$ cat src/rtl/key_event_gen.sv
// Key event generator: debounced press, long-press and idle-timeout pulses from one-hot keys.
// Define KEY_AUTO_REPEAT_EN to add the REPEAT state (periodic KEY_PRESS after KEY_LONG).
module key_event_gen #(
  parameter int NUM_KEYS     = 5,
  parameter int DEBOUNCE_CYC = 23000,
  parameter int HOLD_CYC     = 1000000,
  parameter int REPEAT_CYC   = 250000,
  parameter int TIMEOUT_CYC  = 10000000
) (
  input  logic                CLK,
  input  logic                RESETN,
  input  logic [NUM_KEYS-1:0] KEY,
  input  logic                TIMEOUT_ARM,
  output logic [NUM_KEYS-1:0] KEY_PRESS,
  output logic [NUM_KEYS-1:0] KEY_LONG,
  output logic [NUM_KEYS-1:0] KEY_HELD,
  output logic                IDLE_TIMEOUT,
  output logic                BUSY
);

  localparam int MAX_AB  = (DEBOUNCE_CYC > HOLD_CYC) ? DEBOUNCE_CYC : HOLD_CYC;
  localparam int MAX_CD  = (REPEAT_CYC > TIMEOUT_CYC) ? REPEAT_CYC : TIMEOUT_CYC;
  localparam int MAX_CYC = (MAX_AB > MAX_CD) ? MAX_AB : MAX_CD;
  localparam int CW      = $clog2(MAX_CYC) + 1;

  localparam logic [CW-1:0] DEB_LAST  = CW'(DEBOUNCE_CYC - 1);
  localparam logic [CW-1:0] HOLD_LAST = CW'(HOLD_CYC - 1);
  localparam logic [CW-1:0] HOLD_SAT  = CW'(HOLD_CYC);
  localparam logic [CW-1:0] TO_LAST   = CW'(TIMEOUT_CYC - 1);
  localparam logic [CW-1:0] TO_SAT    = CW'(TIMEOUT_CYC);
`ifdef KEY_AUTO_REPEAT_EN
  localparam logic [CW-1:0] REP_LAST  = CW'(REPEAT_CYC - 1);
`endif

  typedef enum logic [2:0] {
    S_IDLE,
    S_DEBOUNCE,
    S_PRESSED,
    S_RELEASE
`ifdef KEY_AUTO_REPEAT_EN
    , S_REPEAT
`endif
  } state_t;

  state_t                state_reg;
  logic [NUM_KEYS-1:0]   ksel_reg;
  logic [CW-1:0]         cnt_reg;
  logic [CW-1:0]         tcnt_reg;
  logic [NUM_KEYS-1:0]   press_reg;
  logic [NUM_KEYS-1:0]   long_reg;
  logic                  timeout_reg;
  logic                  key_one_hot;
  logic                  held_state;

  assign key_one_hot = ($countones(KEY) == 1);

  always_ff @(posedge CLK or negedge RESETN) begin
    if (!RESETN) begin
      state_reg <= S_IDLE;
      ksel_reg  <= '0;
      cnt_reg   <= '0;
      press_reg <= '0;
      long_reg  <= '0;
    end else begin
      press_reg <= '0;
      long_reg  <= '0;
      case (state_reg)
        S_IDLE: begin
          if (key_one_hot) begin
            ksel_reg  <= KEY;
            cnt_reg   <= '0;
            state_reg <= S_DEBOUNCE;
          end
        end
        S_DEBOUNCE: begin
          if (KEY != ksel_reg) begin
            ksel_reg  <= '0;
            cnt_reg   <= '0;
            state_reg <= S_IDLE;
          end else if (cnt_reg == DEB_LAST) begin
            press_reg <= ksel_reg;
            cnt_reg   <= '0;
            state_reg <= S_PRESSED;
          end else begin
            cnt_reg <= cnt_reg + CW'(1);
          end
        end
        S_PRESSED: begin
          if (KEY != ksel_reg) begin
            cnt_reg   <= '0;
            state_reg <= S_RELEASE;
          end else if (cnt_reg == HOLD_LAST) begin
            long_reg <= ksel_reg;
`ifdef KEY_AUTO_REPEAT_EN
            cnt_reg   <= '0;
            state_reg <= S_REPEAT;
`else
            // park one past the threshold so the long event cannot fire again
            cnt_reg <= HOLD_SAT;
`endif
          end else if (cnt_reg != HOLD_SAT) begin
            cnt_reg <= cnt_reg + CW'(1);
          end
        end
`ifdef KEY_AUTO_REPEAT_EN
        S_REPEAT: begin
          if (KEY != ksel_reg) begin
            cnt_reg   <= '0;
            state_reg <= S_RELEASE;
          end else if (cnt_reg == REP_LAST) begin
            press_reg <= ksel_reg;
            cnt_reg   <= '0;
          end else begin
            cnt_reg <= cnt_reg + CW'(1);
          end
        end
`endif
        S_RELEASE: begin
          if (KEY != '0) begin
            cnt_reg <= '0;
          end else if (cnt_reg == DEB_LAST) begin
            ksel_reg  <= '0;
            cnt_reg   <= '0;
            state_reg <= S_IDLE;
          end else begin
            cnt_reg <= cnt_reg + CW'(1);
          end
        end
        default: state_reg <= S_IDLE;
      endcase
    end
  end

  // Inactivity timer: counts armed IDLE cycles, pauses while busy, saturates after firing.
  always_ff @(posedge CLK or negedge RESETN) begin
    if (!RESETN) begin
      tcnt_reg    <= '0;
      timeout_reg <= 1'b0;
    end else begin
      timeout_reg <= 1'b0;
      if (!TIMEOUT_ARM || (press_reg != '0)) begin
        tcnt_reg <= '0;
      end else if (state_reg == S_IDLE) begin
        if (tcnt_reg == TO_LAST) begin
          timeout_reg <= 1'b1;
          tcnt_reg    <= TO_SAT;
        end else if (tcnt_reg != TO_SAT) begin
          tcnt_reg <= tcnt_reg + CW'(1);
        end
      end
    end
  end

`ifdef KEY_AUTO_REPEAT_EN
  assign held_state = (state_reg == S_PRESSED) || (state_reg == S_REPEAT);
`else
  assign held_state = (state_reg == S_PRESSED);
`endif

  for (genvar gi = 0; gi < NUM_KEYS; gi++) begin : g_held
    assign KEY_HELD[gi] = held_state & ksel_reg[gi];
  end

  assign KEY_PRESS    = press_reg;
  assign KEY_LONG     = long_reg;
  assign IDLE_TIMEOUT = timeout_reg;
  assign BUSY         = (state_reg != S_IDLE);

endmodule

$ cat config.mk
export PLATFORM = sky130hd
export DESIGN_NAME = key_event_gen
export DESIGN_NICKNAME = d
export VERILOG_FILES = /design/src/rtl/key_event_gen.sv
export SDC_FILE = /design/constraint.sdc
export NUM_CORES = 1
export LEC_CHECK = 0
export BUFFER_PORTS_ARGS = -buffer_cell sky130_fd_sc_hd__buf_2
export CAP_MARGIN = 20
export CORE_MARGIN = 2
export CORE_UTILIZATION = 55
export DETAILED_ROUTE_END_ITERATION = 12
export PLACE_DENSITY = 0.73
export SYNTH_ARGS = -nofsm -noshare
export SYNTH_HDL_FRONTEND = slang
export SYNTH_SLANG_ARGS = --single-unit
$ cat constraint.sdc
create_clock -name CLK -period 5.82 [get_ports CLK]
set_input_delay 0.873 -clock CLK [delete_from_list [all_inputs] [get_ports CLK]]
set_output_delay 0.873 -clock CLK [all_outputs]
set_load 0.05 [all_outputs]
==> results.env, run 1 <==
DRT_ITER0_DRC=209
CRITPATHARRIVALTIME_NS=3.45
MET2_WIRELENGTH_UM=4430
ANT_NETS=0
CTS_TREE='done'
CP-END-KIND='flop'
FIN_NETS=485
SYNTH_SEQ_AREA_SHARE=0.408
INITIAL_UTILIZATION=0.572
CTS_INSERTED_BUFFERS=9
NUM-FILL-CELLS=649
FIRSTDRTPASSITERS=4
LAYOUT-AREA-OVERHEAD-VS-SYNTH_PCT=7.86
CRITICAL_PATH_CLASS='in -> reg'
TOTAL_SWITCHING_POWER_uW=440
CTS_HOLD_BUF=0
DRT-TOTAL-WL_UM=8990
FINAL_MAX_SLEW_VIOL_COUNT=0
POST_SYNTH_AND_OR_NAND_NOR_AREA_FRACTION=0.294
WIRE_PER_INST_UM=15.8
GRT_ANTENNA_BEFORE_REPAIR=0
TOTAL_LEAKAGE_POWER_nW=2.04
REG_AREA_SQ_UM=1700
YS_FF_LATCH=68
AREA_USED_BY_MULTI_INPUT_COMBINATIONAL_LOGIC_SQ_UM=2300
FLOORPLAN.IO_PINS=25
TIMING.SETUP.TNS_NS=0
ROUTE.TOP_LAYER_USED='met4'
MAX-CLOCK-PATH-BUFFERS=2
CTS.REPAIR.RESIZED=0
CTS.CLK_SLEW.WORST_PATHS_NS=0.07
FMAXACHIEVABLE_MHz=309
VIA_PER_INST=6.08
CLOCK_LATENCY_NS=0.35
TIMING.CRITICAL_PATH.REQUIRED_NS=6.04
PLACEABLECOREAREA_SQ_UM=7290
CLOCKROOTBUFFER='clkbuf_8'
IR_DROP_mV=0.203
SYNTH_COMPOUND_GATE_AREA_SHARE=0.162
SYNTH_AREA_PER_CELL_SQ_UM=9.43
DP_HPWL_UM=6310
SYN_NETS=463
FIN_CRIT_SH=0.556
COMBINATIONAL_FAMILY_WITH_THE_MOST_AREA_AFTER_SYNTHESIS='simple AND/OR/NAND/NOR gates'
HTREE_NUM_LEVELS=3
GRT_OVERFLOW_TOTAL=0
POWER_FRAC_CLOCK=0.282
FINALCLOCKSKEW_NS=0.0132
POWER-PER-CELL-AREA_nW_PER_UM2=267
PATH_MAX_FANOUT=11
PERIOD_NEEDED_NS=3.23
DPL-INSTANCE-AREA_SQ_UM=4330
RSZ0062_AT_GRT='false'
SYNTH_ADDER_AREA_SHARE=0.0426
TIMING.FINAL.WS_SETUP_NS=2.59
FINAL_HOLD_VIOL_COUNT=0
RELSLEWSLACK=0.349
GRT_PASS1_WL_UM=15300
FINALSETUPVIOLATIONS=0
DETAIL_ROUTE.DRC_VIOLATIONS=0
SHARE_SEQ_OF_TOTAL_POWER=0.436
GRT_USAGE=0.227
GRT_MAX_DEGREE=69
SYNTH-WARNING-COUNT=0
CRITPATHLAUNCHTYPE='input port'
WEIGHTED_CONGESTION_REPORTED_AT_THE_END_OF_ROUTABILITY_DRIVEN_PLACEMENT=0.922
CELL_INTERNAL_PWR_uW=759
DIEHEIGHT_UM=91.1
YS_TYPES=69
ASYNCSETRESETFLOPFRACSYNTH=1.00
SWITCHING_POWER_AS_A_SHARE_OF_TOTAL_POWER=0.367
SYNTH.AREA.MUX_SHARE=0.0147
ANTENNA-DIODE-COUNT=0
TIGHTEST_SLEW_NS=0.971
M1WIRELENGTH_UM=4040
SYNTH_FF_TYPE='dfrtp_1'
DPL_WORST_SLACK_NS=2.21
SYNTHESIS.AREA_SQ_UM=4170
VIA_COUNT=3454
CTS_POST_SETUP_BUFFERS_INSERTED=0
NUMBER_OF_GLOBAL_ROUTE_VIAS_BEFORE_REPAIR=3261
CLOCK_SINKS=68
RUN_STATUS='completed'
COMB_POWER_SHARE=0.282
FINAL_LAYOUT_SIZE_SUFFIX_GT1_FRAC=0.151
PLACEMENT.IO_BUFFERS=24
TIMING.MAX_CAP.VIOLATIONS=0
ROWS=31
NETLIST_INSTANCES=442
MET3ROUTEDLENGTH_UM=327
FRACTION_OF_SYNTHESIZED_CELL_AREA_IN_XOR_AND_XNOR_CELLS=0.0399
DIE_X_UM=91.1
SYNTH-EDFF-COUNT=0
HOLDCRITPATHCLASS='reg -> reg'
FINISH.INSTANCE_AREA_SQ_UM=4500
FLOORPLAN.DIE_AREA_SQ_UM=8290
[synth_stat cells (5+ instances only)]
cell type	n	area share
nor4_1	6	0.0090
nor2_1	51	0.046
nand3_1	30	0.036
a21oi_1	12	0.014
o21ai_0	10	0.012
a22o_1	18	0.038
xnor2_1	8	0.017
dfrtp_1	68	0.41
o211ai_1	8	0.014
nor3_1	16	0.019
and3_1	10	0.015
nand2_1	39	0.035
xor2_1	11	0.023
nand4_1	13	0.020
or2_2	5	0.0075
mux2i_1	5	0.012
ha_1	11	0.033
a21o_1	12	0.022
and2_1	11	0.017
inv_1	19	0.017
[kinds of logic after synthesis]
logic type	count (synthesis)
fa+ha+maj	13
xor+xnor	19
flops	68
simple gates	215
buf+inv	33
mux	6
compound gates	88
[cell type report]
class,instances,area share
multi-input cells,341,0.512
well taps,99,0.0275
repair buffers,25,0.0284
clock buffers,10,0.0284
clock inverters,6,0.00918
flip-flops and latches,68,0.378
inverters,19,0.0159
[final timing paths]
| kind | endpoint | startpoint | depth (start not counted) | slack (ns) |
|---|---|---|---|---|
| setup / recovery | cnt_reg[16]$_DFFE_PN0P_ | KEY[0] | 9 | 2.59 |
| hold / removal | cnt_reg[24]$_DFFE_PN0P_ | cnt_reg[24]$_DFFE_PN0P_ | 1 | 0.55 |
| setup reg to reg | tcnt_reg[15]$_DFFE_PN0P_ | tcnt_reg[21]$_DFFE_PN0P_ | 6 | 3.06 |
| hold reg to reg | cnt_reg[24]$_DFFE_PN0P_ | cnt_reg[24]$_DFFE_PN0P_ | 1 | 0.55 |
| max in group asynchronous | cnt_reg[5]$_DFFE_PN0P_ | RESETN | 2 | 4.56 |
| min in group asynchronous | tcnt_reg[20]$_DFFE_PN0P_ | RESETN | 2 | 0.70 |
[critical path, cell delays in order]
cell and delay [ns]:
buf_2 0.13, fa_1 0.48, fa_1 0.38, ha_1 0.27, nor2_1 0.10, a21oi_1 0.10
nor2_1 0.58, nand2_1 0.15, o311ai_0 0.37
[placed cells by master, fill, tap and decap left out, types with 2 or more instances in the layout]
cell / instances
o2111ai_1: 2
a21oi_1: 12
mux2i_1: 5
nor4b_1: 2
nor2_1: 51
fa_1: 2
buf_2: 24
clkbuf_8: 9
clkinv_2: 2
nor4b_2: 4
or2_2: 5
or4_1: 2
nand3_1: 30
and2_1: 11
a311oi_1: 4
and4_4: 2
nor2b_1: 3
inv_1: 19
a211oi_1: 3
o21ai_1: 3
a21o_1: 12
nand2_1: 39
clkinvlp_4: 3
ha_1: 11
nor4_4: 2
nor4_1: 6
xnor2_1: 8
xor2_1: 11
a22o_1: 18
a21oi_2: 2
and4_1: 2
nand4_1: 13
nor3b_1: 2
o211ai_1: 8
dfrtp_1: 68
nor3_2: 2
o21ai_0: 10
nor3_1: 16
and3_1: 10
[power by group through the flow]
stage | logic, mW | registers [mW] | clock network (mW)
6_report | 0.339 | 0.522 | 0.338
2_1_floorplan | 0.274 | 0.524 | 0
4_1_cts | 0.340 | 0.522 | 0.344
3_5_place_dp | 0.338 | 0.530 | 0
3_3_place_gp | 0.330 | 0.529 | 0
5_1_grt | 0.376 | 0.525 | 0.365
[per-stage QoR]
stage,power [mW],hold slack (ns),std cells,util
after floorplan,0.798,0.498,442,-
after global placement,0.858,0.523,552,0.594
after detailed placement,0.868,0.531,552,0.594
after CTS,1.21,0.550,568,0.617
after global routing,1.27,0.564,568,0.617
final,1.20,0.550,568,0.617
[metal layers]
layer / up-vias / global-route usage
met1: 1698 / 0.288
met3: 23 / 0.0365
met4: 0 / 0.105
met2: 70 / 0.379
met5: - / 0
li1: 1663 / -
Power figures use the tool's default switching activity.
==> inputs of run 2 (changes only) <==
==> constraint.sdc (replaced) <==
create_clock -name CLK -period 3.1 [get_ports CLK]
set_input_delay 0.465 -clock CLK [delete_from_list [all_inputs] [get_ports CLK]]
set_output_delay 0.465 -clock CLK [all_outputs]
set_load 0.05 [all_outputs]
==> run 2 against run 1 <==
Clock power is 120% higher; core utilization grew 1.8 points; worst hold slack worse by 0.43 ns; first-iteration DRC count fell by 11%; flip-flop and latch count unchanged; critical path depth unchanged; highest routed layer unchanged.
==> results.env, run 2 (synthesis gave the netlist of run 1 again) <==
RUN_STATUS='completed'  # unchanged
WEIGHTED_CONGESTION_REPORTED_AT_THE_END_OF_ROUTABILITY_DRIVEN_PLACEMENT=0.918  # was 0.922
INITIAL_UTILIZATION=0.572  # unchanged
GRT_PASS1_WL_UM=15700  # was 15300 um
NUMBER_OF_GLOBAL_ROUTE_VIAS_BEFORE_REPAIR=3281  # was 3261
MOST_COMMON_LIBRARY_CELL_IN_THE_LAYOUT_IGNORING_FILL_AND_TAPS='dfrtp_1'  # unchanged
CTS_INSERTED_BUFFERS=9  # unchanged
MOST-COMMON-LAYOUT-CELLS='dfrtp_1, nor2_1, nand2_1'  # unchanged
CTS.CLK_SLEW.WORST_PATHS_NS=0.08  # was 0.07 ns
MAX-CLOCK-PATH-BUFFERS=2  # unchanged
FMAXACHIEVABLE_MHz=372
CP-END-KIND='flop'  # unchanged
VIA_COUNT=3453  # was 3454
PLACEMENT.IO_BUFFERS=24  # unchanged
DIE_X_UM=91.1  # unchanged
DIEHEIGHT_UM=91.1  # unchanged
HOLDCRITPATHCLASS='in -> async'  # was reg -> reg
CTS.REPAIR.RESIZED=0  # unchanged
FINALCLOCKSKEW_NS=0.00859  # was 0.0132 ns
PERIOD_NEEDED_NS=2.69
CTS_HOLD_BUF=0  # unchanged
CLOCK_LATENCY_NS=0.36  # was 0.35 ns
FINALNONFILLERCELLS=581  # was 568
FINAL_MAX_SLEW_VIOL_COUNT=0  # unchanged
DP_HPWL_UM=6670  # was 6310 um
DRT_ITER0_DRC=185  # was 209
TIMING.SETUP.TNS_NS=0  # unchanged
ANT_NETS=0  # unchanged
POWER.TOTAL_mW=2.41  # was 1.20 mW
REG2REG_SLACK_NS=0.65  # was 3.06 ns
FIN_NETS=498  # was 485
CRITPATHLAUNCHTYPE='input port'  # unchanged
CRITICAL_PATH.STARTPOINT='KEY[0]'  # unchanged
FIN_CRIT_SH=0.866
POWER-PER-CELL-AREA_nW_PER_UM2=521  # was 267 nW/um^2
FINAL_HOLD_VIOL_COUNT=0  # unchanged
ROWS=31  # unchanged
CRITICAL_PATH_CLASS='in -> reg'  # unchanged
CRITPATHARRIVALTIME_NS=2.98  # was 3.45 ns
CRITICAL_PATH.REG2REG.STARTPOINT='state_reg[0]$_DFFE_PN0P_'  # was tcnt_reg[21]$_DFFE_PN0P_
NUM-FILL-CELLS=627  # was 649
CTS_TREE='done'  # unchanged
FINAL_LAYOUT_SIZE_SUFFIX_GT1_FRAC=0.174  # was 0.151
DRT-TOTAL-WL_UM=9070  # was 8990 um
DP.CELLS=565  # was 552
GRT_ANTENNA_BEFORE_REPAIR=0  # unchanged
FLOORPLAN.IO_PINS=25  # unchanged
TIMING.MAX_CAP.VIOLATIONS=0  # unchanged
TIGHTEST_SLEW_NS=0.643  # was 0.971 ns
HTREE_NUM_LEVELS=3  # unchanged
CLOCKROOTBUFFER='clkbuf_8'  # unchanged
GRT_OVERFLOW_TOTAL=0  # unchanged
TIMING.CRITICAL_PATH.REQUIRED_NS=3.39  # was 6.04 ns
CLOCK_SINKS=68  # unchanged
GRT_MAX_DEGREE=31  # was 69
CTS_POST_SETUP_BUFFERS_INSERTED=0  # unchanged
RELSLEWSLACK=0.572  # was 0.349
TOTAL_LEAKAGE_POWER_nW=2.13  # was 2.04 nW
FIRSTDRTPASSITERS=4  # unchanged
IR_DROP_mV=0.467  # was 0.203 mV
VIA_PER_INST=5.94  # was 6.08
GRT_USAGE=0.233  # was 0.227
ANTENNA-DIODE-COUNT=0  # unchanged
TIMING.FINAL.WS_SETUP_NS=0.415  # was 2.59 ns
FIN_WORST_HOLD_SLACK_NS=0.122  # was 0.550 ns
RSZ0062_AT_GRT='false'  # unchanged
WIRE_PER_INST_UM=15.6  # was 15.8 um
DPL_WORST_SLACK_NS=0.0567  # was 2.21 ns
LAYOUT-AREA-OVERHEAD-VS-SYNTH_PCT=11.1  # was 7.86%
FLOORPLAN.DIE_AREA_SQ_UM=8290  # unchanged
PLACEABLECOREAREA_SQ_UM=7290  # unchanged
FINALSETUPVIOLATIONS=0  # unchanged
PATH_MAX_FANOUT=10  # was 11
DETAIL_ROUTE.DRC_VIOLATIONS=0  # unchanged
==> run 2: cell count changes in the layout (fill, tap and decap cells not counted), sizes merged <==
cell / previous run / this run
buf: 25 / 38
bufinv: 0 / 1
clkinv: 3 / 4
clkinvlp: 3 / 1
==> run 2: power breakdown <==
| group | internal, mW | leakage (nW) | switching [mW] | total [mW] |
|---|---|---|---|---|
| clock network | 0.371 | 0.0962 | 0.357 | 0.729 |
| logic | 0.262 | 1.09 | 0.443 | 0.705 |
| registers | 0.934 | 0.941 | 0.0450 | 0.979 |
==> run 2: final cells by class <==
class / count / area [sq um] / share of cell area
clock buffer: 10 / 128 / 0.0276
clock inverter: 6 / 65.1 / 0.0141
inverter: 19 / 71.3 / 0.0154
multi-input combinational: 341 / 2300 / 0.497
sequential: 68 / 1700 / 0.367
tap: 99 / 124 / 0.0267
timing repair buffer: 38 / 238 / 0.0513
==> run 2: worst max-delay path, cell delays in order <==
cell and delay, ns:
buf_2 0.13, fa_1 0.49, fa_1 0.37, ha_1 0.28, nor2_1 0.10, a21oi_1 0.09
or2_2 0.42, or4_1 0.53, nand3_1 0.09
==> run 2: path summary, 6_finish.rpt <==
path                                             to  cells past startpoint
max reg2reg                  cnt_reg[0]$_DFFE_PN0P_                      8
min reg2reg                 cnt_reg[24]$_DFFE_PN0P_                      1
min                        tcnt_reg[22]$_DFFE_PN0P_                      1
max                         cnt_reg[22]$_DFFE_PN0P_                      9
max in group asynchronous   cnt_reg[22]$_DFFE_PN0P_                      2
min in group CLK            ksel_reg[1]$_DFFE_PN0P_                      3
==> run 2: metrics by stage <==
stage	utilization	instance area, sq um
after floorplan	-	4170
after global placement	0.609	4440
after detailed placement	0.609	4440
after CTS	0.635	4630
after global routing	0.635	4630
final	0.635	4630
==> run 2: routing by layer <==
metal	wire (um)	up-vias	GRT usage
li1	-	1690	-
met1	4220	1685	0.316
met2	4300	58	0.364
met3	330	20	0.0407
met4	213	0	0.110
met5	0	-	0
